[src/rtl/conv_feed_ctrl_pkg.sv]
// rtl/conv_feed_ctrl_pkg.sv - shared defaults and state encoding for the first-layer feed sequencer
package conv_feed_ctrl_pkg;

  localparam int ROW_first_layer    = 128;
  localparam int COL_first_layer    = 128;
  localparam int ADDR_W_first_layer = 14;
  localparam int FCOL_N             = 4;
  localparam int PROW_N             = 3;

  typedef enum logic [2:0] {
    ST_IDLE  = 3'd0,
    ST_WLOAD = 3'd1,
    ST_PRIME = 3'd2,
    ST_SNAKE = 3'd3,
    ST_FIN   = 3'd4
  } state_t;

endpackage

[src/rtl/conv_feed_ctrl_serp_addr_gen.sv]
// rtl/conv_feed_ctrl_serp_addr_gen.sv - pixel row/col/address walker for the interleaved prime rows and serpentine rows
module conv_feed_ctrl_serp_addr_gen
  import conv_feed_ctrl_pkg::*;
#(
  parameter int ROW    = ROW_first_layer,
  parameter int COL    = COL_first_layer,
  parameter int ADDR_W = ADDR_W_first_layer,
  parameter int RW     = $clog2(ROW),
  parameter int CW     = $clog2(COL)
) (
  input  logic              clk,
  input  logic              rst_n,
  input  logic              clr,
  input  logic              en,
  input  logic              snake,
  output logic [RW-1:0]     row,
  output logic [CW-1:0]     col,
  output logic [ADDR_W-1:0] addr,
  output logic              dir,
  output logic              row_first,
  output logic              last,
  output logic              prime_end
);

  localparam logic [RW-1:0]     ROW_LAST = RW'(ROW - 1);
  localparam logic [CW-1:0]     COL_LAST = CW'(COL - 1);
  localparam logic [ADDR_W-1:0] COL_A    = ADDR_W'(COL);
  localparam logic [ADDR_W-1:0] ONE_A    = ADDR_W'(1);

  logic col_is_first;

  // Even serpentine rows run right-to-left, so their first column is the rightmost one.
  assign col_is_first = row[0] ? (col == '0) : (col == COL_LAST);
  assign dir          = snake & ~row[0];
  assign row_first    = snake & col_is_first;
  assign last         = snake & (row == ROW_LAST) & (row[0] ? (col == COL_LAST) : (col == '0));
  assign prime_end    = ~snake & (row == RW'(1)) & (col == COL_LAST);

  always_ff @(posedge clk or negedge rst_n) begin
    if (!rst_n) begin
      row  <= '0;
      col  <= '0;
      addr <= '0;
    end else if (clr) begin
      row  <= '0;
      col  <= '0;
      addr <= '0;
    end else if (en) begin
      if (!snake) begin
        if (row == '0) begin
          row  <= RW'(1);
          addr <= addr + COL_A;
        end else if (col == COL_LAST) begin
          // Leaving prime: row 2 is even and starts at the column we are already on.
          row  <= RW'(2);
          addr <= addr + COL_A;
        end else begin
          row  <= '0;
          col  <= col + CW'(1);
          addr <= addr - COL_A + ONE_A;
        end
      end else if (last) begin
        row  <= '0;
        col  <= '0;
        addr <= '0;
      end else if (!row[0]) begin
        if (col == '0) begin
          row  <= row + RW'(1);
          addr <= addr + COL_A;
        end else begin
          col  <= col - CW'(1);
          addr <= addr - ONE_A;
        end
      end else begin
        if (col == COL_LAST) begin
          row  <= row + RW'(1);
          addr <= addr + COL_A;
        end else begin
          col  <= col + CW'(1);
          addr <= addr + ONE_A;
        end
      end
    end
  end

endmodule

[src/rtl/conv_feed_ctrl.sv]
// rtl/conv_feed_ctrl.sv - first-layer conv feed sequencer: weight load, then serpentine pixel read addresses
module conv_feed_ctrl
  import conv_feed_ctrl_pkg::*;
#(
  parameter int ROW    = ROW_first_layer,
  parameter int COL    = COL_first_layer,
  parameter int ADDR_W = ADDR_W_first_layer,
  parameter int FCOL_N = conv_feed_ctrl_pkg::FCOL_N,
  parameter int PROW_N = conv_feed_ctrl_pkg::PROW_N
) (
  input  logic                   clk,
  input  logic                   rst_n,
  input  logic                   start,
  input  logic                   abort,
  input  logic                   in_ready,
  output logic                   w_en,
  output logic [1:0]             w_fcol,
  output logic [1:0]             w_prow,
  output logic                   rd_en,
  output logic [$clog2(ROW)-1:0] rd_row,
  output logic [$clog2(COL)-1:0] rd_col,
  output logic [ADDR_W-1:0]      rd_addr,
  output logic                   dir,
  output logic                   row_first,
  output logic                   last,
  output logic                   busy,
  output logic                   done
);

  localparam logic [1:0] FCOL_LAST = 2'(FCOL_N - 1);
  localparam logic [1:0] PROW_LAST = 2'(PROW_N - 1);

  state_t state;
  logic   rd_phase;
  logic   prime_end;

  assign rd_phase = (state == ST_PRIME) || (state == ST_SNAKE);
  assign w_en     = (state == ST_WLOAD) & in_ready;
  assign rd_en    = rd_phase & in_ready;
  assign busy     = (state != ST_IDLE);
  assign done     = (state == ST_FIN);

  conv_feed_ctrl_serp_addr_gen #(
    .ROW    (ROW),
    .COL    (COL),
    .ADDR_W (ADDR_W)
  ) u_serp (
    .clk       (clk),
    .rst_n     (rst_n),
    .clr       (abort),
    .en        (rd_en),
    .snake     (state == ST_SNAKE),
    .row       (rd_row),
    .col       (rd_col),
    .addr      (rd_addr),
    .dir       (dir),
    .row_first (row_first),
    .last      (last),
    .prime_end (prime_end)
  );

  // Transitions only fire on a taken beat, so a stalled final beat keeps both state and last.
  always_ff @(posedge clk or negedge rst_n) begin
    if (!rst_n) begin
      state  <= ST_IDLE;
      w_fcol <= '0;
      w_prow <= '0;
    end else if (abort) begin
      state  <= ST_IDLE;
      w_fcol <= '0;
      w_prow <= '0;
    end else begin
      case (state)
        ST_IDLE: begin
          if (start) state <= ST_WLOAD;
        end
        ST_WLOAD: begin
          if (in_ready) begin
            if (w_prow == PROW_LAST) begin
              w_prow <= '0;
              if (w_fcol == FCOL_LAST) begin
                w_fcol <= '0;
                state  <= ST_PRIME;
              end else begin
                w_fcol <= w_fcol + 2'd1;
              end
            end else begin
              w_prow <= w_prow + 2'd1;
            end
          end
        end
        ST_PRIME: begin
          if (in_ready && prime_end) state <= ST_SNAKE;
        end
        ST_SNAKE: begin
          if (in_ready && last) state <= ST_FIN;
        end
        ST_FIN: begin
          state <= ST_IDLE;
        end
        default: begin
          state <= ST_IDLE;
        end
      endcase
    end
  end

endmodule

[config.mk]
export PLATFORM = sky130hd
export DESIGN_NAME = conv_feed_ctrl
export DESIGN_NICKNAME = d
export VERILOG_FILES = /design/src/rtl/conv_feed_ctrl_pkg.sv /design/src/rtl/conv_feed_ctrl_serp_addr_gen.sv /design/src/rtl/conv_feed_ctrl.sv
export SDC_FILE = /design/constraint.sdc
export NUM_CORES = 1
export LEC_CHECK = 0
export ABC_AREA = 0
export CORE_UTILIZATION = 25
export CTS_CLUSTER_SIZE = 25
export DETAILED_ROUTE_END_ITERATION = 8
export PLACE_DENSITY_LB_ADDON = 0.15
export SLEW_MARGIN = 30
export SYNTH_ARGS = -nofsm -noshare
export SYNTH_HDL_FRONTEND = slang
export SYNTH_SLANG_ARGS = --single-unit
[constraint.sdc]
create_clock -name clk -period 2.19 [get_ports clk]
set_clock_uncertainty 0.05 [all_clocks]
set_input_delay 0.438 -clock clk [delete_from_list [all_inputs] [get_ports clk]]
set_output_delay 0.438 -clock clk [all_outputs]
set_load 0.03 [all_outputs]
==> flow_summary.yaml <==
placement:
  hpwl_um: 10470
  placed_cell_area_um2: 4868
  dp_worst_setup_slack_ns: -0.2200
  io_buffers: 43
  place.gp.congestion: 0.9449
critical_path:
  worstPathArrival_ns: 1.95
  path_cells: "or4_4 > buf_6 > nor3_4 > o21ai_4 > nor2_4 > buf_6"
  worst-setup-path-type: "flop to output pin"
  required_ns: 1.70
  reg2reg_depth: 10
  slowest_stage: "or4_4"
  worst-path-max-fanout: 2
  crit_top_cell: "buf_6"
  slowest_delay_ns: 0.58
  start_kind: "flop"
  critPathCaptureType: "output pin"
synth:
  synth_edf_count: 0
  synthMuxAreaShare_pct: 3.114
  synth-simple-area-share_pct: 31.89
  async_flop_share_pct: 100.0
  synth_top_area_share_pct: 26.27
  synth_area_per_cell_um2: 7.827
  ys_seq_elements: 35
  synth.most_common_cell: "nand2_1"
  synth_cell_types: 70
  yosysTopAreaCell: "dfrtp_1"
  synth_fp_nets: 443
  yosys_warnings: 0
  synth_compound_area_share_pct: 24.77
  yosys.area_share.adder_pct: 4.503
  synthTopCellsByArea: "dfrtp_1 26%, ha_1 4.5%, nand2_1 4.5%"
  yosys.area_share.xor_xnor_pct: 3.152
  synth_top_family_by_area: "simple AND/OR/NAND/NOR gates"
  synth.top_cells.by_count: "40 x nand2_1, 37 x nor2_1, 35 x dfrtp_1, 26 x nand3_1, 21 x o21ai_0"
  synthCells: 426
  syn_area_um2: 3334
  synthFlopType: "dfrtp_1"
  yosysSeqAreaShare_pct: 26.27
finish:
  syn_to_final_growth_pct: 63.15
  nNetsFinal: 608
  drive_gt1_share_pct: 39.02
  final_area_um2: 5440
  antennaDiodeCount: 0
power:
  total_leakage_power_nw: 2.319
  power.density_nw_per_um2: 748.1
  ir_drop_uv: 315.1
timing:
  relSlewSlack_pct: 60.40
  period_minus_slack_ns: 2.435
  setup_violations: 18
  tns_ns: -1.619
  worst-slew-pin-transition_ns: 0.5877
  clock.fmax_mhz: 410.7
  rsz0062_at_grt: "true"
  drv_slew: 0
  period_share_pct: 111.2
  setup_ws_ns: -0.2447
  hold_ws_ns: -0.002495
  finalHoldViolations: 4
cts:
  cts-hold-fix-buffers: 0
  clock_path_buffers: 2
  cts_tree: "done"
  cts-buffers-inserted: 5
  clkTransAtPathRegs_ns: 0.06
  htreeDepth: 2
  cts_sinks: 35
  insertion_delay_ns: 0.29
  root_buffer: "clkbuf_16"
routing:
  postRouteWirelength_um: 13890
  via_count: 4054
  detail-route-antenna-nets: 0
  post_drt_wl_per_cell_um: 18.18
  dr.pass1.iters: 5
  viasPerCell: 5.306
  drcViolationCount: 0
  drt_iter0_drc: 234
global_route:
  grtUsageTotal_pct: 19.74
  antenna_found_initial: 0
  gr-total-overflow: 0
  grt_pass1_wl_um: 21360
  grt_max_degree: 24
  grt_pass1_vias: 3958
die:
  die_w_um: 117.5
  coreArea_um2: 12820
  fp.dieH_um: 117.5
  std_cell_rows: 41
  io_pins: 44
  die-area_um2: 13800
  start_util_pct: 26.00
outcome:
  outcome: "finished with violations"
  failed_checks: "negative hold slack, negative setup slack"
job:
  drv_cap: 0
min_path:
  hp-class: "input pin to async pin"
==> layout make-up <==
| type | count | area [um2] |
|---|---|---|
| fillers | 1324 | 7385 |
| inverters | 17 | 66.31 |
| clock inverters | 3 | 20.02 |
| clock buffers | 5 | 125.1 |
| flip-flops and latches | 35 | 884.6 |
| multi-input cells | 346 | 2529 |
| repair buffers | 186 | 1600 |
| well taps | 172 | 215.2 |
==> cell usage in the layout (no fill, tap or decap), drive strengths merged, types with 3 or more instances in the layout <==
cell type	synthesis	routed
a211oi	5	5
a21boi	3	3
a21o	4	4
a21oi	20	20
a31oi	13	13
a32oi	5	5
and2	4	4
and3	7	7
and3b	3	3
buf	14	148
clkbuf	14	6
clkdlybuf4s50	0	35
dfrtp	35	35
ha	12	12
inv	17	17
mux2	3	3
mux2i	7	7
nand2	41	41
nand2b	4	4
nand3	26	26
nand3b	4	4
nand4	8	8
nor2	38	38
nor2b	4	4
nor3	21	21
nor4	10	10
o2111ai	3	3
o211ai	4	4
o21ai	31	31
o22ai	3	3
o31ai	4	4
o32ai	4	4
or2	3	3
or3	7	7
or4	4	4
xnor2	6	6
xor2	6	6
==> where the power goes <==
| part | internal [mW] | total, mW | switching [mW] |
|---|---|---|---|
| Combinational | 1.15 | 2.49 | 1.35 |
| Sequential | 0.727 | 0.822 | 0.0944 |
| Clock | 0.421 | 0.755 | 0.335 |
| Total | 2.29 | 4.07 | 1.78 |
==> what timing repair did <==
item,4_1_cts,5_1_grt
gates resized for setup,25,46
pin swaps,8,12
setup endpoints to repair,21,27
setup buffers,6,10
cloned,0,1
==> critical path: cells and delay by family (launching register included) <==
kind | cells | cell delay (ns)
AND/OR/NAND/NOR | 3 | 0.85
flip-flops | 1 | 0.40
buffers and inverters | 2 | 0.29
AO/OA/AOI/OAI | 1 | 0.10
==> kinds of logic after synthesis <==
group,after synthesis
AOI/OAI and AO/OA,120
xor gates and xnor gates,12
adders and majority gates,12
buffers and inverters,45
DFF,35
muxes,10
and+or+nand+nor,192
==> routing by layer <==
layer  up-vias  routed length, um  GRT usage, %
met4         0                211         5.849
met1      1966               6506         26.85
met3        19                715         2.519
met2       147               6457         32.54
met5         -                  0             0
li1       1922                  -             -
==> registers in the layout (all words and copies together), names as in the netlist <==
name         count
w_prow           2
w_fcol           2
u_serp.row       7
u_serp.col       7
state            3
u_serp.addr     14
==> worst paths after layout <==
path | from | to | slack, ns
max | u_serp.col[3] | last | -0.24
min reg2reg | w_fcol[1] | w_fcol[1] | 0.51
min | rst_n | u_serp.col[4] | -0.002
max in group asynchronous | rst_n | u_serp.row[0] | 1.54
max reg2reg | u_serp.col[3] | u_serp.addr[7] | -0.19
min in group clk | w_fcol[1] | w_fcol[1] | 0.51
==> per-stage QoR <==
step / util, % / power, mW / instances
5_1_grt: 42.42 / 4.265 / 764
4_1_cts: 39.93 / 3.847 / 753
6_report: 42.42 / 4.070 / 764
3_5_place_dp: 37.96 / 2.995 / 742
2_1_floorplan: - / 2.025 / 426
3_3_place_gp: 37.96 / 2.993 / 742
No activity file was read; power rests on OpenSTA's default activity.
